===== config.mk =====
export PLATFORM = sky130hd
export DESIGN_NAME = countdown_timer_flat
export DESIGN_NICKNAME = d
export VERILOG_FILES = /design/src/rtl/timer_pkg.sv /design/src/rtl/countdown_timer_if.sv /design/src/rtl/tick_gen.sv /design/src/rtl/countdown_timer.sv /design/src/flat_wrapper.sv
export SDC_FILE = /design/constraint.sdc
export NUM_CORES = 1
export LEC_CHECK = 0
export BUFFER_PORTS_ARGS = -buffer_cell sky130_fd_sc_hd__buf_2
export CAP_MARGIN = 10
export CORE_ASPECT_RATIO = 1.5
export CORE_UTILIZATION = 42
export CTS_BUF_LIST = sky130_fd_sc_hd__clkbuf_16
export DETAILED_ROUTE_END_ITERATION = 12
export GPL_ROUTABILITY_DRIVEN = 0
export PLACE_DENSITY = 0.63
export SKIP_LAST_GASP = 1
export SYNTH_ARGS = -nofsm -noshare
export SYNTH_HDL_FRONTEND = slang
export SYNTH_SLANG_ARGS = --single-unit

===== constraint.sdc =====
create_clock -name clk -period 2.3 [get_ports clk]
set_input_delay 0.23 -clock clk [delete_from_list [all_inputs] [get_ports clk]]
set_output_delay 0.23 -clock clk [all_outputs]
set_load 0.03 [all_outputs]

===== src/rtl/timer_pkg.sv =====
`default_nettype none
// ============================================================================
//  Module      : timer_pkg
//  Description : Shared types and default constants for the countdown timer.
//  Revision    : 1.0  - initial release
// ============================================================================
package timer_pkg;

    // Controller states. The width is explicit so the encoding never depends
    // on the tool.
    typedef enum logic [1:0] {
        IDLE  = 2'd0,
        RUN   = 2'd1,
        PAUSE = 2'd2,
        DONE  = 2'd3
    } timer_state_t;

    // 1 Hz decrement on the 50 MHz board clock.
    localparam int DEFAULT_TICK_DIV = 50_000_000;

    // Matches the 4-bit display/LED path.
    localparam int DEFAULT_WIDTH    = 4;

endpackage : timer_pkg
`default_nettype wire


===== src/rtl/countdown_timer_if.sv =====
`default_nettype none
// ============================================================================
//  Module      : countdown_timer_if
//  Description : Control and status bundle of the countdown timer. The
//                master side (button logic) drives the preset and strobes;
//                the slave side (the timer) returns count and status.
//  Revision    : 1.0  - initial release
// ============================================================================
interface countdown_timer_if
    import timer_pkg::*;
#(
    parameter int WIDTH = DEFAULT_WIDTH
);

    logic [WIDTH-1:0] init;
    logic             load;
    logic             start;
    logic             pause;
    logic [WIDTH-1:0] count;
    logic             running;
    logic             done;
    logic             expired;

    modport master (
        output init,
        output load,
        output start,
        output pause,
        input  count,
        input  running,
        input  done,
        input  expired
    );

    modport slave (
        input  init,
        input  load,
        input  start,
        input  pause,
        output count,
        output running,
        output done,
        output expired
    );

endinterface : countdown_timer_if
`default_nettype wire


===== src/rtl/tick_gen.sv =====
`default_nettype none
// ============================================================================
//  Module      : tick_gen
//  Description : Prescaler for the countdown timer. Counts down while enabled
//                and flags a one-cycle tick when it sits at zero, reloading
//                to TICK_DIV-1 on that same edge. Holds its phase while
//                disabled so a pause/resume keeps the partial period.
//  Revision    : 1.0  - initial release
// ============================================================================
module tick_gen
    import timer_pkg::*;
#(
    parameter int TICK_DIV = DEFAULT_TICK_DIV
)(
    input  wire logic clk,
    input  wire logic reset,
    input  wire logic en,
    input  wire logic clr,
    output logic      tick
);

    localparam int                PW       = $clog2(TICK_DIV);
    localparam logic [PW-1:0]     c_reload = PW'(TICK_DIV - 1);

    logic [PW-1:0] r_presc;

    // Tick is asserted during the cycle in which the prescaler reads zero
    // while enabled, so the consuming register updates on the same edge
    // that reloads the prescaler.
    assign tick = en && (r_presc == '0);

    // Prescaler: reload on reset/clear, count only while enabled.
    always_ff @(posedge clk) begin
        if (reset || clr) begin
            r_presc <= c_reload;
        end else if (en) begin
            if (r_presc == '0) begin
                r_presc <= c_reload;
            end else begin
                r_presc <= r_presc - 1'b1;
            end
        end
    end

endmodule : tick_gen
`default_nettype wire


===== src/rtl/countdown_timer.sv =====
`default_nettype none
// ============================================================================
//  Module      : countdown_timer
//  Description : Loadable down-counter. Decrements once per prescaled tick
//                from a preset value to zero, then pulses done for one cycle
//                and holds expired until reloaded. All outputs registered.
//  Revision    : 1.0  - initial release
// ============================================================================
module countdown_timer
    import timer_pkg::*;
#(
    parameter int WIDTH    = DEFAULT_WIDTH,
    parameter int TICK_DIV = DEFAULT_TICK_DIV
)(
    input  wire logic          clk,
    input  wire logic          reset,
    countdown_timer_if.slave   bus
);

    localparam logic [WIDTH-1:0] c_one = WIDTH'(1);

    timer_state_t     r_state;
    logic [WIDTH-1:0] r_count;
    logic             r_running;
    logic             r_done;
    logic             r_expired;

    logic             w_tick;
    logic             w_presc_en;
    logic             w_presc_clr;

    // The prescaler runs only in RUN; a load or a fresh start from IDLE
    // restarts its phase, while resuming from PAUSE keeps it.
    assign w_presc_en  = (r_state == RUN);
    assign w_presc_clr = bus.load || ((r_state == IDLE) && bus.start);

    tick_gen #(
        .TICK_DIV (TICK_DIV)
    ) u_tick_gen (
        .clk   (clk),
        .reset (reset),
        .en    (w_presc_en),
        .clr   (w_presc_clr),
        .tick  (w_tick)
    );

    // Controller: state, count and registered status outputs.
    // Input priority is reset > load > start > pause.
    always_ff @(posedge clk) begin
        if (reset) begin
            r_state   <= IDLE;
            r_count   <= '0;
            r_running <= 1'b0;
            r_done    <= 1'b0;
            r_expired <= 1'b0;
        end else begin
            r_done <= 1'b0;
            if (bus.load) begin
                r_state   <= IDLE;
                r_count   <= bus.init;
                r_running <= 1'b0;
                r_expired <= 1'b0;
            end else begin
                unique case (r_state)
                    IDLE: begin
                        if (bus.start) begin
                            if (r_count != '0) begin
                                r_state   <= RUN;
                                r_running <= 1'b1;
                            end else begin
                                // Nothing to count: finish immediately.
                                r_state   <= DONE;
                                r_done    <= 1'b1;
                                r_expired <= 1'b1;
                            end
                        end
                    end
                    RUN: begin
                        if (w_tick && (r_count != '0)) begin
                            r_count <= r_count - c_one;
                            if (r_count == c_one) begin
                                // Reaching zero beats a coincident pause.
                                r_state   <= DONE;
                                r_running <= 1'b0;
                                r_done    <= 1'b1;
                                r_expired <= 1'b1;
                            end else if (bus.pause) begin
                                r_state   <= PAUSE;
                                r_running <= 1'b0;
                            end
                        end else if (bus.pause) begin
                            r_state   <= PAUSE;
                            r_running <= 1'b0;
                        end
                    end
                    PAUSE: begin
                        if (bus.start) begin
                            r_state   <= RUN;
                            r_running <= 1'b1;
                        end
                    end
                    DONE: begin
                        // Only load or reset leave DONE; count stays at zero.
                        r_count <= '0;
                    end
                    default: begin
                        r_state   <= IDLE;
                        r_running <= 1'b0;
                    end
                endcase
            end
        end
    end

    assign bus.count   = r_count;
    assign bus.running = r_running;
    assign bus.done    = r_done;
    assign bus.expired = r_expired;

endmodule : countdown_timer
`default_nettype wire


===== src/flat_wrapper.sv =====
// flat-port wrapper written by rule: the top's interface ports become plain ports
module countdown_timer_flat import timer_pkg::*;
#(
    parameter int WIDTH    = DEFAULT_WIDTH,
    parameter int TICK_DIV = DEFAULT_TICK_DIV
)
  (clk, reset, bus_init, bus_load, bus_start, bus_pause, bus_count, bus_running, bus_done, bus_expired);
  countdown_timer_if #(.WIDTH(WIDTH)) bus_i ();
  input  wire logic clk;
  input  wire logic reset;
  input wire logic [$bits(bus_i.init)-1:0] bus_init;
  input wire logic [$bits(bus_i.load)-1:0] bus_load;
  input wire logic [$bits(bus_i.start)-1:0] bus_start;
  input wire logic [$bits(bus_i.pause)-1:0] bus_pause;
  output wire logic [$bits(bus_i.count)-1:0] bus_count;
  output wire logic [$bits(bus_i.running)-1:0] bus_running;
  output wire logic [$bits(bus_i.done)-1:0] bus_done;
  output wire logic [$bits(bus_i.expired)-1:0] bus_expired;
  assign bus_i.init = bus_init;
  assign bus_i.load = bus_load;
  assign bus_i.start = bus_start;
  assign bus_i.pause = bus_pause;
  assign bus_count = bus_i.count;
  assign bus_running = bus_i.running;
  assign bus_done = bus_i.done;
  assign bus_expired = bus_i.expired;
  countdown_timer #(.WIDTH(WIDTH), .TICK_DIV(TICK_DIV)) u_core (.clk(clk), .reset(reset), .bus(bus_i));
endmodule

# After elaboration in Yosys (flattened, before gate mapping)

Cells that the tools add are included.

Flip-flop bits (word level): 35
Output and inout bits: 7
Word-level logic and storage cells: 63

Add/subtract/negate cells: 2
Eq/ne operators: 11
Multiplexer cells: 28
Reductions and logical operators: 16

Operators with widths:

| cell                    | count |
|---|---|
| $logic_not A26 Y1       | 1 |
| $mux W26                | 1 |
| $sub A26 B1 Y26 const B | 1 |
| $mux W1                 | 14 |
| $mux W2                 | 6 |
| $mux W4                 | 2 |
| $ne A2 B2 Y1 const B    | 4 |
| $pmux W4 S2             | 1 |
| $pmux W2 S3             | 1 |
| $reduce_bool A3 Y1      | 2 |
| $reduce_and A5 Y1       | 1 |
| $eq A2 B2 Y1 const B    | 2 |
| $eq A4 B1 Y1 const B    | 1 |
| $ne A2 B1 Y1 const B    | 2 |
| $pmux W1 S2             | 2 |
| $reduce_and A4 Y1       | 1 |
| $reduce_bool A4 Y1      | 1 |
| $sub A4 B1 Y4 const B   | 1 |
| $logic_and A1 B1 Y1     | 3 |
| $ne A3 B2 Y1 const B    | 1 |
| $pmux W1 S3             | 1 |
| $reduce_and A3 Y1       | 1 |
| $eq A2 B1 Y1 const B    | 1 |
| $logic_not A2 Y1        | 1 |
| 4 further kinds         | 5 |

# Longest topological paths before layout

Gate-level depths: netlist of run 1.

Depth after elaboration: 6
Depth in mapped cells: 7
Depth with buffers taken out: 6

# By module

A second synthesis of run 1 with hierarchy kept.

Cells, all modules: 217
Area, all modules: 1,928.1 µm²

By module, submodules not included:

| module          | times used | cells an instance | area an instance (µm²) | seq. area each (µm²) |
|---|---|---|---|---|
| tick_gen        | 1          | 143               | 1,298.7                | 520.5 |
| countdown_timer | 1          | 74                | 629.4                  | 180.2 |

# Least setup slack after synthesis of run 1

Ideal clock, no wire load.

Path kind: flip-flop to flip-flop
Start: reg u_core.r_state[1]
End: reg u_core.u_tick_gen.r_presc[23]
Arrival: 1.981 ns
Data required time: 2.238 ns
Slack: 0.257 ns
Stages on the path, launching flop included: 8
Buffers on the path: 1
Clock period less this slack: 2.043 ns
Cell sequence: dfxtp_1 -> inv_1 -> ha_1 -> nor4b_2 -> nand4_1 -> clkbuf_1 -> or4_1 -> nand3_1

Word-level cells in the longest chain between the ends: 4
Elaborated cells on any way between the ends: 5
Classes of those cells: eq/ne (1); reduce/logical (4)

Ends and longest elaborated chain:

| element                  | RTL line              | text |
|---|---|---|
| start: declaration       | countdown_timer.sv:22 | `timer_state_t r_state;` |
| start signal: assignment | countdown_timer.sv:51 | `r_state <= IDLE;` |
| start signal: assignment | countdown_timer.sv:59 | `r_state <= IDLE;` |
| start signal: assignment | countdown_timer.sv:68 | `r_state <= RUN;` |
| $logic_not A2 Y1         | countdown_timer.sv:35 | `assign w_presc_clr = bus.load \|\| ((r_state == IDLE) && bus.start);` |
| $logic_and A1 B1 Y1      | countdown_timer.sv:35 |  |
| $logic_or A1 B1 Y1       | countdown_timer.sv:35 |  |
| $logic_or A1 B1 Y1       | tick_gen.sv:34        | `if (reset \|\| clr) begin` |
| end signal: assignment   | tick_gen.sv:35        | `r_presc <= c_reload;` |
| end signal: assignment   | tick_gen.sv:38        | `r_presc <= c_reload;` |
| end signal: assignment   | tick_gen.sv:40        | `r_presc <= r_presc - 1'b1;` |
| end: declaration         | tick_gen.sv:25        | `logic [PW-1:0] r_presc;` |

Parallel ways exist; a longest one is shown, timed or not.
A chain may end at the register's enable or synchronous reset.

# Worst setup path after layout of run 1

Start: reg u_core.u_tick_gen.r_presc[18]
End: reg u_core.u_tick_gen.r_presc[9]

Word-level cells in the longest chain between the ends: 2

Ends and longest elaborated chain:

| element           | RTL line       | text |
|---|---|---|
| $logic_not A26 Y1 | tick_gen.sv:37 | `if (r_presc == '0) begin` |
| $mux W26          | tick_gen.sv:37 |  |

No other way between the ends.

==> flow_summary.toml, run 1 <==
[run_status]
outcome = "completed"

[synthesis]
yosys-top-cells-count = "dfxtp_1 (35), nand2_1 (19), nor2_1 (17)"
yosysSeqAreaShare_pct = 35.00
synth_fp_nets = 250
syn_avg_cell_area_um2 = 8.592
synth_cell_type_count = 52
yosysTopAreaCell = "dfxtp_1"
synth_area_um2 = 2002
synth.most_common_cell = "dfxtp_1"
ys_ff_latch = 35
synth.area.top_cells = "dfxtp_1 (35%), ha_1 (5.0%), or4_1 (4.5%)"
synth_edf_count = 0
ys.flop_type = "dfxtp_1"
postSynthCellCount = 233
async_reset_ff_share_pct = 0
yosys_warnings = 0
yosysTopAreaCellShare_pct = 35.00

[detailed_routing]
viasPerCell = 5.710
vias = 1833
route.detailed.drc = 0
wl_um = 4560
final_antenna_net_count = 0
initialDrtViolationCount = 65
dr.pass1.iters = 4
wl_per_cell_um = 14.21

[sta]
skew_ns = 0.003436
maxSlewViolCount = 0
setup_viol = 0
rsz0062_at_grt = "no"
post-route-period-util_pct = 92.59
hold_violations = 0
fmax_ghz = 0.4696
setup_tns_ns = 0
min_period_ns = 2.130
layout_setup_ws_ns = 0.1704
relSlewSlack_pct = 65.02
worst_pin_slew_ns = 0.5203

[clocking]
cts_tree = "yes"
cts_buffer_depth = 2
root_buffer = "clkbuf_16"
worstSkewPairLatency_ns = 0.28
clk_pin_slew_ns = 0.06
numCtsBuffers = 5
cts_max_level = 2
cts.sinks = 35
ctsResizeCount = 0

[critical_path]
end_kind = "register"
cp_max_fo = 8
crit_arrival_ns = 2.29
worstReg2RegEnd = "u_core.u_tick_gen.r_presc[9]$_SDFFE_PP0P_"
path_class = "register to register"
required_ns = 2.46
critPathLaunchType = "register"
reg2reg_from = "u_core.u_tick_gen.r_presc[18]$_SDFFE_PP0P_"
r2r_cells = 4
ff2ff_setup_slack_ns = 0.17

[hold_path]
whs_endpoint = "u_core.bus.count[3]$_SDFFE_PP0P_"
min_path_type = "input pin to register"
hold_depth = 3
hp-start = "bus_init[3]"

[cells_and_area]
final_nets = 273
final_area_um2 = 2391
areaGrowthSynthToFinish_pct = 19.44
antenna_cells = 0
layout-drive-gt1-share_pct = 17.90

[floorplan]
core_um2 = 4542
rows = 30
start_util_pct = 44.08
die_h_um = 86.56
die_area_um2 = 5052
chipWidth_um = 58.37
io_pins = 16

[power]
leakagePower_nw = 0.9288
combPwrFrac_pct = 8.6
ir_drop_v = 0.0003715
switchingPower_uw = 348.2
intPower_mw = 1.296
p_clk_share_pct = 53.2
p_sw_share_pct = 21.19
power_density_nw_per_um2 = 687.5
power_mw = 1.644
pwr-share-seq_pct = 38.1

[place]
io_buffer_count = 15
dp_slack_ns = 0.1705
dp_hpwl_um = 3362
placed_cell_area_um2 = 2198

[global_routing]
grt_first_pass_wirelength_um = 7990
grt_usage_pct = 20.72
overflow = 0
grt_pass1_vias = 1780
antenna_found_initial = 0
grt_max_degree = 16

[job]
drv_cap = 0
-- sequential cells by signal, indices dropped and copies added, names as in the netlist --
name,count
u_core.bus.done,1
u_core.u_tick_gen.r_presc,26
u_core.r_state,2
u_core.bus.count,4
u_core.bus.expired,1
u_core.bus.running,1
-- how the worst max path moves through the flow --
stage,startpoint,end,slack (ns),cells after the start
floorplan,u_core.r_state[1]$_SDFFE_PP0P_,u_core.u_tick_gen.r_presc[23]$_SDFFE_PP1P_,0.26,7
global placement,u_core.u_tick_gen.r_presc[18]$_SDFFE_PP0P_,u_core.bus.count[0]$_SDFFE_PP0P_,0.20,4
detailed placement,u_core.u_tick_gen.r_presc[18]$_SDFFE_PP0P_,u_core.u_tick_gen.r_presc[7]$_SDFFE_PP0P_,0.17,4
CTS,u_core.u_tick_gen.r_presc[18]$_SDFFE_PP0P_,u_core.u_tick_gen.r_presc[7]$_SDFFE_PP0P_,0.16,4
global route,u_core.r_state[0]$_SDFFE_PP0P_,u_core.bus.expired$_SDFFE_PP0P_,0.02,5
finish,u_core.u_tick_gen.r_presc[18]$_SDFFE_PP0P_,u_core.u_tick_gen.r_presc[9]$_SDFFE_PP0P_,0.17,4
-- cell type report --
class	count	area (µm²)
fillers	437	2151
multi-input cells	179	1226
flip-flops and latches	35	700.7
repair buffers	26	157.7
clock buffers	5	125.1
well taps	64	80.08
clock inverters	3	67.56
inverters	9	33.78
-- worst max-delay path: stages, from the launching register on --
cell and delay [ns]:
dfxtp_1 0.34, or4_1 0.68, or4_1 0.64, o21ai_2 0.28, nor2_1 0.08
-- power by group through the flow --
stage	Combinational (mW)	Clock (mW)	Sequential, mW
floorplan	0.0856	0	0.650
global placement	0.141	0	0.640
detailed placement	0.141	0	0.640
CTS	0.142	0.889	0.627
global route	0.157	0.919	0.628
finish	0.142	0.875	0.627
-- per-stage QoR --
step                utilization (%)  cells  hold slack, ns
floorplan                         -    233          0.3881
global placement              48.40    313          0.4750
detailed placement            48.40    313          0.4832
CTS                           52.64    321          0.2274
global route                  52.64    321          0.2364
finish                        52.64    321          0.2266
-- layer usage --
layer  vias to the layer above  track usage (%)  part of all wire [%]
met2                        37            38.35                    53
li1                        916                -                     -
met3                        12            4.179                   2.7
met1                       868            21.89                    42
met5                         -                0                     0
met4                         0            9.524                   2.3
-- kinds of logic (layout without fill, tap and decap cells) --
kind of cell               count (synthesis)  count (layout)  share of synthesized area [%]
and+or+nand+nor                          115             115                          35.31
muxes                                      1               1                         0.5000
AOI/OAI and AO/OA                         41              41                          14.31
DFF                                       35              35                          35.00
adders and majority gates                  8               8                          5.000
buffers and inverters                     19              43                          3.750
xor gates and xnor gates                  14              14                          6.125
-- what timing repair did --
| action | in CTS | in global routing |
|---|---|---|
| setup buffers | 0 | 0 |
| setup endpoints to repair | 0 | 1 |
| hold buffers | 0 | 0 |
-- layout by cell type, fill, tap and decap left out, drive strengths merged, types with 3 or more instances in the layout --
master   n
dfxtp   35
buf     26
nand2   19
nor2    17
nand3   14
or4     13
nor3    10
inv      9
xor2     9
ha       8
a21oi    7
nand4    7
o31ai    6
a31oi    6
or3      5
xnor2    5
clkbuf   5
nand3b   5
o21ai    5
nor4     5
and3b    4
nand2b   4
or2      3
nor4b    3
Note: power is estimated with default switching activity, not from simulation.
==> inputs of run 2 (changes only) <==
Settings changed: CORE_UTILIZATION 42 to 59, PLACE_DENSITY 0.63 to 0.83.
==> run 2 against run 1 <==
Design area decreased by 3.6%. Fmax decreased by 1.6%. Wire length decreased by 0.72%. Setup slack got worse by 0.034 ns. Clock power decreased by 25%. Critical path depth unchanged. Register-to-register slack got worse by 0.03 ns. Critical endpoint is now u_core.u_tick_gen.r_presc[8]$_SDFFE_PP0P_. Largest cell class unchanged. Largest power group unchanged.
==> flow_summary.toml, run 2 (synthesis results as in run 1) <==
[run_status]
outcome = "completed"

[power]
power_mw = 1.425
p_clk_share_pct = 46.1
leakagePower_nw = 0.8991
p_sw_share_pct = 24.73
combPwrFrac_pct = 9.8
power_density_nw_per_um2 = 618.2
intPower_mw = 1.073
switchingPower_uw = 352.5
ir_drop_v = 0.0005840
pwr-share-seq_pct = 44.1

[clocking]
ctsResizeCount = 0
root_buffer = "clkbuf_16"
cts_max_level = 2
cts_tree = "yes"
numCtsBuffers = 5
cts.sinks = 35
worstSkewPairLatency_ns = 0.28
clk_pin_slew_ns = 0.06
hold_buffers = 0
post_cts_buffers = 0
cts_buffer_depth = 2

[global_routing]
grt_max_degree = 16
antenna_found_initial = 0
grt_use_met3_pct = 4.141
grtUsageMet1_pct = 31.46
grt_first_pass_wirelength_um = 7817
grt_usage_pct = 28.16
top_usage_layer = "met2"
grt_pass1_vias = 1711
overflow = 0
gr-usage-met2_pct = 48.80

[cells_and_area]
areaGrowthSynthToFinish_pct = 15.19
final_nets = 272
layout_common_cells = "dfxtp_1 (35), nand2_1 (19), nor2_1 (17)"
antenna_cells = 0
fill_cells = 264
layout-drive-gt1-share_pct = 17.58
regMostFlops = "u_core.u_tick_gen.r_presc"
layout_commonest_cell = "dfxtp_1"
largest_reg_flops = 26
final_area_um2 = 2306
fin_util_pct = 72.27

[critical_path]
critPathLaunchType = "register"
worstReg2RegEnd = "u_core.u_tick_gen.r_presc[8]$_SDFFE_PP0P_"
crit_top_cell = "or4_1"
cp_max_fo = 8
cp-startpoint = "u_core.u_tick_gen.r_presc[18]$_SDFFE_PP0P_"
reg2reg_from = "u_core.u_tick_gen.r_presc[18]$_SDFFE_PP0P_"
slowest_stage = "or4_1"
required_ns = 2.46
end_kind = "register"
ff2ff_setup_slack_ns = 0.14
crit_end = "u_core.u_tick_gen.r_presc[8]$_SDFFE_PP0P_"
worst-path-stages = 4
critPathTopFamily = "simple AND/OR/NAND/NOR gates"
crit_arrival_ns = 2.32
path_class = "register to register"
slowest_delay_ns = 0.68
r2r_cells = 4
crit_buf_inv = 0
path_cells = "or4_1, or4_1, o21ai_2, nor2_1"

[detailed_routing]
dr.pass1.iters = 4
wl_per_cell_um = 15.29
route.detailed.drc = 0
viasPerCell = 6.233
wl_um = 4527
final_antenna_net_count = 0
vias = 1845
initialDrtViolationCount = 57

[sta]
fmax_ghz = 0.4622
rsz0062_at_grt = "no"
setup_viol = 0
setup_tns_ns = 0
worst_pin_slew_ns = 0.5434
min_period_ns = 2.164
post-route-period-util_pct = 94.08
layout_setup_ws_ns = 0.1362
relSlewSlack_pct = 63.47
skew_ns = 0.007178
maxSlewViolCount = 0
hold_violations = 0

[hold_path]
hp-start = "bus_init[3]"
min_path_type = "input pin to register"

[place]
io_buffer_count = 15
dp_hpwl_um = 3260
placed_cell_area_um2 = 2161
dp_slack_ns = 0.1825

[floorplan]
rows = 25
core_um2 = 3191
die_area_um2 = 3635
io_pins = 16
start_util_pct = 62.75
chipWidth_um = 49.56
die_h_um = 73.34

[job]
drv_cap = 0
-- run 2: changes by cell type in the layout (fill, tap and decap cells not counted), sizes merged --
| cell | previous run | this run |
|---|---|---|
| clkinv | 0 | 1 |
| bufinv | 2 | 0 |
| clkinvlp | 1 | 2 |
| buf | 26 | 25 |
-- run 2: area by class of cell --
cell class	count	area, µm²	share of cell area [%]
Multi-Input combinational cell	179	1226	53.17
Sequential cell	35	700.7	30.39
Timing Repair Buffer	25	150.1	6.511
Clock buffer	5	125.1	5.426
Tap cell	40	50.05	2.170
Inverter	9	33.78	1.465
Clock inverter	3	20.02	0.8682
-- run 2: power groups by stage --
stage	combinational, mW	clock [mW]	sequential (mW)
5_1_grt	0.155	0.683	0.630
4_1_cts	0.140	0.667	0.628
6_report	0.140	0.657	0.628
2_1_floorplan	0.0856	0	0.650
3_3_place_gp	0.137	0	0.641
3_5_place_dp	0.139	0	0.641
-- run 2: routing by layer --
layer	up-vias	wire, µm
met4	0	130
li1	913	-
met2	54	2330
met1	864	1878
met3	14	188
met5	-	0
-- run 2: worst min-delay path by stage --
stage	to	slack [ns]	cells past startpoint
after global placement	u_core.u_tick_gen.r_presc[17]$_SDFFE_PP1P_	0.47	2
final	u_core.bus.count[3]$_SDFFE_PP0P_	0.21	3
after global routing	u_core.bus.count[3]$_SDFFE_PP0P_	0.23	3
after CTS	u_core.bus.count[3]$_SDFFE_PP0P_	0.21	3
after floorplan	u_core.r_state[1]$_SDFFE_PP0P_	0.39	2
after detailed placement	u_core.bus.expired$_SDFFE_PP0P_	0.48	2
-- run 2: through the flow --
step	hold WS [ns]	std cells
3_5_place_dp	0.4812	288
2_1_floorplan	0.3881	233
3_3_place_gp	0.4719	288
4_1_cts	0.2132	296
6_report	0.2112	296
5_1_grt	0.2299	296
-- run 2: worst reg2reg max path, stage by stage (launching register included) --
cell     delay (ns)
dfxtp_1        0.34
or4_1          0.68
or4_1          0.66
o21ai_2        0.28
nor2_1         0.09
==> inputs of run 3 (changes only) <==
Settings changed: CORE_UTILIZATION 59 to 62, CTS_BUF_LIST sky130_fd_sc_hd__clkbuf_16 to sky130_fd_sc_hd__clkbuf_2 sky130_fd_sc_hd__clkbuf_4 sky130_fd_sc_hd__clkbuf_8, PLACE_DENSITY 0.83 to 0.82.
==> run 3 against run 2 <==
Combinational power about the same. Design area decreased by 2.5%. Fmax rose by 0.90%. Clock-buffer cell count up 2. Critical path type unchanged. Largest power group is now sequential cells.
==> flow_summary.toml, run 3 (synthesis results as in run 1) <==
[critical_path]
crit_arrival_ns = 2.31
end_kind = "register"
critPathLaunchType = "register"
required_ns = 2.47
cp_max_fo = 8
path_class = "register to register"

[power]
switchingPower_uw = 304.8
p_clk_share_pct = 36.8
intPower_uw = 909.8
leakagePower_nw = 0.8824
p_sw_share_pct = 25.10
combPwrFrac_pct = 11.6
power_density_nw_per_um2 = 540.2
ir_drop_v = 0.0003808
pwr-share-seq_pct = 51.7

[hold_path]
min_path_type = "input pin to register"

[global_routing]
grt_usage_pct = 28.15
overflow = 0
gr-usage-met2_pct = 52.58
grt_first_pass_wirelength_um = 7603
grt_pass1_vias = 1647
grt_use_met3_pct = 6.369
top_usage_layer = "met2"
antenna_found_initial = 0
grt_max_degree = 16
grtUsageMet1_pct = 29.76

[sta]
maxSlewViolCount = 0
rsz0062_at_grt = "no"
worst_pin_slew_ns = 0.5270
skew_ns = 0.006302
setup_tns_ns = 0
hold_violations = 0
relSlewSlack_pct = 64.57
layout_setup_ws_ns = 0.1555
setup_viol = 0
fmax_ghz = 0.4663
min_period_ns = 2.145
post-route-period-util_pct = 93.24

[detailed_routing]
route.detailed.drc = 0
viasPerCell = 6.156
final_antenna_net_count = 0
wl_um = 4366
dr.pass1.iters = 4
vias = 1816
initialDrtViolationCount = 67
wl_per_cell_um = 14.80

[floorplan]
die_h_um = 71.60
core_um2 = 3003
start_util_pct = 66.67
chipWidth_um = 48.40
io_pins = 16
die_area_um2 = 3465
rows = 24

[cells_and_area]
largest_reg_flops = 26
antenna_cells = 0
final_area_um2 = 2248
final_nets = 272
layout_common_cells = "dfxtp_1 (35), nand2_1 (19), nor2_1 (17)"
layout-drive-gt1-share_pct = 17.58
areaGrowthSynthToFinish_pct = 12.31
layout_commonest_cell = "dfxtp_1"
fill_cells = 250
regMostFlops = "u_core.u_tick_gen.r_presc"

[clocking]
post_cts_buffers = 0
ctsResizeCount = 0
cts.sinks = 35
cts_tree = "yes"
root_buffer = "clkbuf_8"
clk_pin_slew_ns = 0.07
worstSkewPairLatency_ns = 0.29
cts_buffer_depth = 2
cts_max_level = 2
hold_buffers = 0
numCtsBuffers = 5

[run_status]
outcome = "completed"

[place]
io_buffer_count = 15
dp_slack_ns = 0.1704
dp_hpwl_um = 3262
placed_cell_area_um2 = 2160

[job]
drv_cap = 0
## run 3: cell count changes in the layout (fill, tap and decap cells not counted), sizes merged
cell      previous run  this run
clkinvlp             2         0
clkbuf               5         7
## run 3: final cells by class
cell class                      count  area (µm²)  area share [%]
Tap cell                           39       48.80           2.170
Clock buffer                        7       83.83           3.728
Inverter                            9       33.78           1.503
Timing Repair Buffer               25       150.1           6.678
Sequential cell                    35       700.7           31.16
Multi-Input combinational cell    179        1226           54.54
Clock inverter                      1       5.005          0.2226
## run 3: routing by layer
| metal | share of wire [%] | wire [µm] |
|---|---|---|
| met1 | 42 | 1847 |
| met2 | 53 | 2306 |
| met3 | 2.7 | 118 |
| met4 | 2.2 | 94 |
| met5 | 0 | 0 |
## run 3: power groups by stage
stage                     clock network [mW]  registers, mW  logic [mW]
after global routing                   0.483          0.628       0.154
final                                  0.447          0.628       0.140
after detailed placement                   0          0.641       0.139
after floorplan                            0          0.650      0.0856
after global placement                     0          0.641       0.137
after CTS                              0.462          0.627       0.139
## run 3: metrics by stage
stage	instances	hold WS, ns	utilization [%]	power, mW
after global routing	295	0.2363	74.88	1.265
after detailed placement	287	0.4767	71.92	0.7796
after global placement	287	0.4727	71.92	0.7781
after floorplan	233	0.3881	-	0.7361
final	295	0.2148	74.88	1.215
after CTS	295	0.2067	74.88	1.228
## run 3: worst max-delay path, cell delays in order (launching register included)
cell and delay, ns:
dfxtp_1 0.34, or4_1 0.68, or4_1 0.65, o21ai_2 0.27, nor2_1 0.08
## run 3: path summary, 6_finish.rpt
kind	start	to	slack, ns	cells after the start
setup / recovery	u_core.u_tick_gen.r_presc[18]$_SDFFE_PP0P_	u_core.u_tick_gen.r_presc[11]$_SDFFE_PP0P_	0.16	4
setup reg to reg	u_core.u_tick_gen.r_presc[18]$_SDFFE_PP0P_	u_core.u_tick_gen.r_presc[11]$_SDFFE_PP0P_	0.16	4
hold reg to reg	u_core.bus.expired$_SDFFE_PP0P_	u_core.bus.expired$_SDFFE_PP0P_	0.49	2
hold / removal	bus_init[3]	u_core.bus.count[3]$_SDFFE_PP0P_	0.21	3
